[config.mk]
export PLATFORM = sky130hd
export DESIGN_NAME = masked_share_pipeline
export DESIGN_NICKNAME = d
export VERILOG_FILES = /design/src/rtl/prince_mask_pkg.sv /design/src/rtl/masked_share_slot.sv /design/src/rtl/masked_share_pipeline.sv
export SDC_FILE = /design/constraint.sdc
export NUM_CORES = 1
export LEC_CHECK = 0
export BUFFER_PORTS_ARGS = -buffer_cell sky130_fd_sc_hd__buf_2
export CAP_MARGIN = 25
export CORE_MARGIN = 3
export CORE_UTILIZATION = 34
export CTS_CLUSTER_DIAMETER = 60
export DETAILED_ROUTE_END_ITERATION = 7
export PLACE_DENSITY_LB_ADDON = 0.1
export SYNTH_ARGS = -nofsm -noshare
export SYNTH_HDL_FRONTEND = slang
export SYNTH_SLANG_ARGS = --single-unit
[constraint.sdc]
create_clock -name clk -period 1.7 [get_ports clk]
set_input_delay 0.17 -clock clk [delete_from_list [all_inputs] [get_ports clk]]
set_output_delay 0.17 -clock clk [all_outputs]
set_load 0.01 [all_outputs]
[src/rtl/prince_mask_pkg.sv]
// Shared constants and share-slice helpers for the masked PRINCE datapath.
package prince_mask_pkg;

    localparam int DEF_WIDTH  = 64;
    localparam int DEF_SHARES = 5;

    // LSB position of share s inside a packed SHARES*WIDTH word.
    function automatic int share_lsb(input int s, input int width);
        return s * width;
    endfunction

endpackage

[src/rtl/masked_share_slot.sv]
// One pipeline slot: a valid bit plus SHARES independent per-share data registers.
module masked_share_slot
    import prince_mask_pkg::*;
#(
    parameter int WIDTH     = DEF_WIDTH,
    parameter int SHARES    = DEF_SHARES,
    parameter int ZERO_IDLE = 1
) (
    input  logic                    clk,
    input  logic                    rst,
    input  logic                    flush,
    input  logic                    i_load,
    input  logic                    i_valid,
    input  logic [SHARES*WIDTH-1:0] i_data,
    output logic                    o_valid,
    output logic [SHARES*WIDTH-1:0] o_data
);

    logic r_valid;

    always_ff @(posedge clk) begin
        if (rst)
            r_valid <= 1'b0;
        else if (flush)
            r_valid <= 1'b0;
        else if (i_load)
            r_valid <= i_valid;
    end

    assign o_valid = r_valid;

    // Each share gets its own register so no logic ever spans two shares.
    for (genvar s = 0; s < SHARES; s++) begin : g_share
        localparam int LSB = share_lsb(s, WIDTH);
        logic [WIDTH-1:0] r_share;

        always_ff @(posedge clk) begin
            if (rst)
                r_share <= '0;
            else if (flush) begin
                if (ZERO_IDLE != 0)
                    r_share <= '0;
            end else if (i_load)
                r_share <= (ZERO_IDLE != 0 && !i_valid) ? '0 : i_data[LSB +: WIDTH];
        end

        assign o_data[LSB +: WIDTH] = r_share;
    end

endmodule

[src/rtl/masked_share_pipeline.sv]
// Elastic share-domain register pipeline with bubble collapsing, flush and occupancy.
module masked_share_pipeline
    import prince_mask_pkg::*;
#(
    parameter int WIDTH     = DEF_WIDTH,
    parameter int SHARES    = DEF_SHARES,
    parameter int DEPTH     = 2,
    parameter int ZERO_IDLE = 1,
    localparam int OCC_W    = $clog2(DEPTH + 1)
) (
    input  logic                    clk,
    input  logic                    rst,
    input  logic                    flush,
    input  logic                    in_valid,
    output logic                    in_ready,
    input  logic [SHARES*WIDTH-1:0] in_data,
    output logic                    out_valid,
    input  logic                    out_ready,
    output logic [SHARES*WIDTH-1:0] out_data,
    output logic [OCC_W-1:0]        occupancy
);

    // Chain index 0 is the upstream input; index i+1 is the output of slot i.
    logic [DEPTH:0]                   w_vc;
    logic [DEPTH:0][SHARES*WIDTH-1:0] w_dc;
    logic [DEPTH:0]                   w_adv;
    logic [OCC_W-1:0]                 w_occ;

    assign w_vc[0] = in_valid;
    assign w_dc[0] = in_data;

    // A slot advances if anything downstream of it (inclusive) is empty or the sink takes data.
    always_comb begin
        w_adv        = '0;
        w_adv[DEPTH] = out_ready;
        for (int i = DEPTH - 1; i >= 0; i--)
            w_adv[i] = w_adv[i+1] | ~w_vc[i+1];
    end

    for (genvar i = 0; i < DEPTH; i++) begin : g_slot
        masked_share_slot #(
            .WIDTH     (WIDTH),
            .SHARES    (SHARES),
            .ZERO_IDLE (ZERO_IDLE)
        ) u_slot (
            .clk     (clk),
            .rst     (rst),
            .flush   (flush),
            .i_load  (w_adv[i]),
            .i_valid (w_vc[i]),
            .i_data  (w_dc[i]),
            .o_valid (w_vc[i+1]),
            .o_data  (w_dc[i+1])
        );
    end

    always_comb begin
        w_occ = '0;
        for (int i = 0; i < DEPTH; i++)
            w_occ = w_occ + OCC_W'(w_vc[i+1]);
    end

    assign in_ready  = w_adv[0];
    assign out_valid = w_vc[DEPTH];
    assign out_data  = w_dc[DEPTH];
    assign occupancy = w_occ;

endmodule
# Yosys cells after proc, flatten, opt, wreduce, memory -nomap -nowiden
# Cells that the tools add are included.
# W data, S select, Z words.
dict set report word_totals {
  wordCells 28
  reg_bits 642
  out_inout_bits 324
  input_bits 325
}
dict set report op_classes {
  reduce_logical 1
  bitwise 4
  add_sub_neg 1
  muxes 10
}
# op count
set op_table {}
lappend op_table {{$mux W64} 10}
lappend op_table {{$add A1 B1 Y2} 1}
lappend op_table {{$not A1 Y1} 2}
lappend op_table {{$or A1 B1 Y1} 2}
lappend op_table {{$reduce_or A2 Y1} 1}

# Longest topological paths before layout
dict set report depth {
  ltp_word 3
  ltp_mapped 8
  depth_no_buf 3
}

# Hierarchy
# Synthesis repeated with hierarchy kept, for this count alone.
dict set report hier_totals {
  hier_cells 2857
  area_unflattened_um2 24775.0
}
# module instances area_per_inst_um2 cells_per_inst seq_area_each_um2
set modules_own_cells {}
lappend modules_own_cells {masked_share_slot 2 12374.4 1427 6426.2}
lappend modules_own_cells {masked_share_pipeline 1 26.3 3 0.0}

# Worst setup path after synthesis
# Ideal clock, no wire load.
dict set report synth_path {
  kind {reg-to-reg}
  startpoint {register g_slot[0].u_slot.r_valid}
  endpoint {register g_slot[0].u_slot.g_share[3].r_share[27]}
  path_slack_ns 0.295
  setup_ns 0.132
  path_stages_with_launch 6
  t_arrival_ns 1.273
  required_ns 1.568
  period_less_slack_ns 1.405
  path_cell_list {dfxtp_1 -> buf_4 -> and3b_4 -> clkbuf_1 -> clkbuf_1 -> o21ai_0}
}
dict set report synth_via {
  elab_chain_cells 2
}
# element line_no
set synth_lines {}
lappend synth_lines {{from (decl)} masked_share_slot.sv:19} ;# logic r_valid;
lappend synth_lines {{from (signal assigned)} masked_share_slot.sv:27} ;# r_valid <= i_valid;
lappend synth_lines {{$not A1 Y1} masked_share_pipeline.sv:37} ;# w_adv[i] = w_adv[i+1] | ~w_vc[i+1];
lappend synth_lines {{$or A1 B1 Y1} masked_share_pipeline.sv:37}
lappend synth_lines {{to (signal assigned)} masked_share_slot.sv:44} ;# r_share <= (ZERO_IDLE != 0 && !i_valid) ? '0 : i_data[LSB +: WIDTH];
lappend synth_lines {{to (decl)} masked_share_slot.sv:35} ;# logic [WIDTH-1:0] r_share;
# Every way passes these cells.
# A chain may end at the register's enable or synchronous reset.

# Worst setup path in the final report
dict set report layout_path {
  startpoint {register g_slot[0].u_slot.r_valid}
  endpoint {output port in_ready}
}
dict set report layout_via {
  elab_chain_cells 2
}
# element line_no
set layout_lines {}
lappend layout_lines {{$not A1 Y1} masked_share_pipeline.sv:37}
lappend layout_lines {{$or A1 B1 Y1} masked_share_pipeline.sv:37}
lappend layout_lines {{to (decl)} masked_share_pipeline.sv:15} ;# output logic in_ready,
# Every way passes these cells.

==> flow_metrics.tcl <==
set metrics [dict create \
    status "complete, no violations" \
    synthCells 2894 \
    area_growth_syn_to_layout_pct 44.38 \
    finalWeightedCongestion 0.8518 \
    r2r_start "g_slot[0].u_slot.o_valid" \
    cts_max_level 3 \
    layout.nets 4083 \
    grt-ovfl-total 0 \
    clock.fmax_ghz 0.6125 \
    track_usage_pct 23.04 \
    yosysMostFrequentCell "nand3_1" \
    synth.distinct_cells 19 \
    grt_first_pass_wirelength_um 135900 \
    synth-seq-cells 642 \
    core.rowCount 95 \
    syn_area_um2 23540 \
    drv_cap 0 \
    setup_violations 0 \
    die_x_um 269.1 \
    core_area_um2 67870 \
    vdd_drop_max_v 0.0005032 \
    cts_buffer_depth 3 \
    yosysWarnings 0 \
    route.detailed.drc 0 \
    setup_slack_ns 0.06743 \
    post-place-ws_ns 0.1889 \
    crit_arrival_ns 1.46 \
    critPathTopFamily "flip-flops" \
    routed.top_layer "met5" \
    dr.pass1.iters 8 \
    synthTopCellsByArea "dfxtp_1 (55%), nand3_1 (20%), a21oi_1 (6.8%)" \
    final.fill_count 6450 \
    setup.worst_path.end_class "output pin" \
    wl_met1_um 36250 \
    hold_class "input pin to flip-flop" \
    crit_type "flip-flop to output pin" \
    antenna_left 0 \
    synth_top_area_share_pct 54.60 \
    worst_slew_pin_slew_ns 0.6128 \
    vias 24170 \
    path_cells "and3b_4, buf_16, inv_2, buf_6" \
    viasPerCell 5.102 \
    layout-drive-gt1-share_pct 23.39 \
    min_period_ns 1.633 \
    fin_crit_sh_pct 96.03 \
    synth_area_per_cell_um2 8.133 \
    maxSlewViolCount 0 \
    relSlewSlack_pct 59.15 \
    synth_top_area_cell "dfxtp_1" \
    start_util_pct 34.68 \
    cp-startpoint "g_slot[0].u_slot.o_valid" \
    antenna_found_initial 10 \
    avgRoutedWirePerCell_um 18.32 \
    ios 649 \
    critPathRequiredTime_ns 1.53 \
    worstSetupStartpointType "flip-flop" \
    wl_met3_um 4757 \
    cp_max_fo 3 \
    grt_max_degree 123 \
    clock_skew_ns 0.02532 \
    critPathBufInv 3 \
    wl_met2_um 41580 \
    routed_wl_um 86770 \
    async_flop_share_pct 0 \
    cts.sinks 642 \
    synth_ff_type "dfxtp_1" \
    leakagePower_nw 13.02 \
    slowest_delay_ns 0.36 \
    numCtsBuffers 71 \
    holdWs_ns 0.03265 \
    hold_violations 0 \
    power.density_nw_per_um2 954.3 \
    synth-seq-area-share_pct 54.60 \
    yosys-top-cells-count "nand3_1 (960), dfxtp_1 (642), a21oi_1 (320), nand2_1 (320), clkbuf_1 (211)" \
    cts_tree "built" \
    syn_nets 3220 \
    insertion_delay_ns 0.59 \
    synth_edf_count 0 \
    drtIter0Drc 1574 \
    setup_tns_ns 0 \
    cts_root_buf "clkbuf_16" \
    dieArea_um2 72420 \
    clk_pin_slew_ns 0.05 \
    portBuffers 648 \
    grt_pass1_vias 23630 \
    fp.dieH_um 269.1 \
    hpwlAfterDp_um 57730 \
    rsz0062_at_grt "no" \
    slowest_stage "dfxtp_4" \
    hold_start "in_valid" \
]
## cells in the final DEF, fill, tap and decap left out
master / n
ha_4: 1
nand2b_4: 1
inv_6: 4
buf_8: 1
buf_12: 58
nor2_4: 1
inv_2: 1
and3b_4: 1
buf_6: 3
o21ai_0: 190
nand2_1: 320
a21oi_1: 320
nor2_1: 4
dfxtp_1: 640
o21ai_1: 130
clkinvlp_4: 1
buf_4: 66
buf_16: 2
clkbuf_1: 21
clkinv_8: 1
clkbuf_8: 14
clkbuf_16: 72
nand3_1: 960
buf_2: 645
or2_4: 1
diode_2: 6
bufbuf_16: 3
clkinv_2: 9
dlygate4sd3_1: 333
nor2b_4: 1
dfxtp_4: 2
clkinv_4: 2
bufinv_16: 1
## registers in the layout (all words and copies together), names as in the netlist
signal / count
g_slot.u_slot.g_share.r_share: 640
g_slot.u_slot.o_valid: 2
## per-layer routing
metal  global-route usage (%)  vias up
li1                         -    11820
met1                    28.60    11410
met2                    38.33      721
met3                    4.703      209
met4                    10.92        8
met5                        0        -
## layout make-up
type | count | area (um2) | share of cell area [%]
sequential | 642 | 12860 | 37.84
multi-input combinational | 1930 | 9309 | 27.39
timing repair buffer | 1111 | 8419 | 24.77
clock buffer | 107 | 2073 | 6.101
tap | 921 | 1152 | 3.391
clock inverter | 18 | 151.4 | 0.4455
antenna | 6 | 15.01 | 0.04418
inverter | 1 | 3.754 | 0.01105
## power breakdown
part	switching [mW]	total, mW	internal [mW]
registers	0.113	15.4	15.3
clock network	6.16	14.8	8.60
logic	1.16	2.29	1.13
## through the flow
step	instance area (um2)	utilization, %	total power, mW	cells
final	33980	50.07	32.43	4736
after global routing	33980	50.06	33.61	4734
after CTS	33960	50.03	32.82	4730
after detailed placement	28190	41.54	17.37	4261
after global placement	28190	41.54	17.35	4261
after floorplan	23540	-	16.43	2894
## cells by family (layout without fill, tap and decap cells)
kind of cell	after synthesis	in the layout	synth area share (%)
flip-flops	642	642	54.60
other	0	6	0
buffers and inverters	322	1237	5.975
adder cells (fa/ha/maj)	1	1	0.05315
AND/OR/NAND/NOR	1289	1289	25.76
AO/OA/AOI/OAI	640	640	13.61
## path summary, 6_finish.rpt
check                                                 end  slack, ns  cells after the start
setup / recovery                                 in_ready       0.07                      4
hold / removal    g_slot[0].u_slot.g_share[1].r_share[49]       0.03                      3
setup reg to reg   g_slot[1].u_slot.g_share[3].r_share[1]       0.11                      5
hold reg to reg   g_slot[1].u_slot.g_share[4].r_share[22]       0.45                      2
## worst register-to-register path, stage by stage (launching register included)
cell	delay, ns
dfxtp_4	0.36
buf_4	0.11
buf_4	0.13
buf_16	0.37
nand3_1	0.36
a21oi_1	0.18
## timing repair
item,CTS,global route
setup buffers,8,0
setup endpoints to repair,3,3
hold buffers,333,0
resized for setup,8,2
endpoints found under the hold margin,320,0
pin swaps,1,0
gates cloned,3,0
No activity file was read; power rests on OpenSTA's default activity.
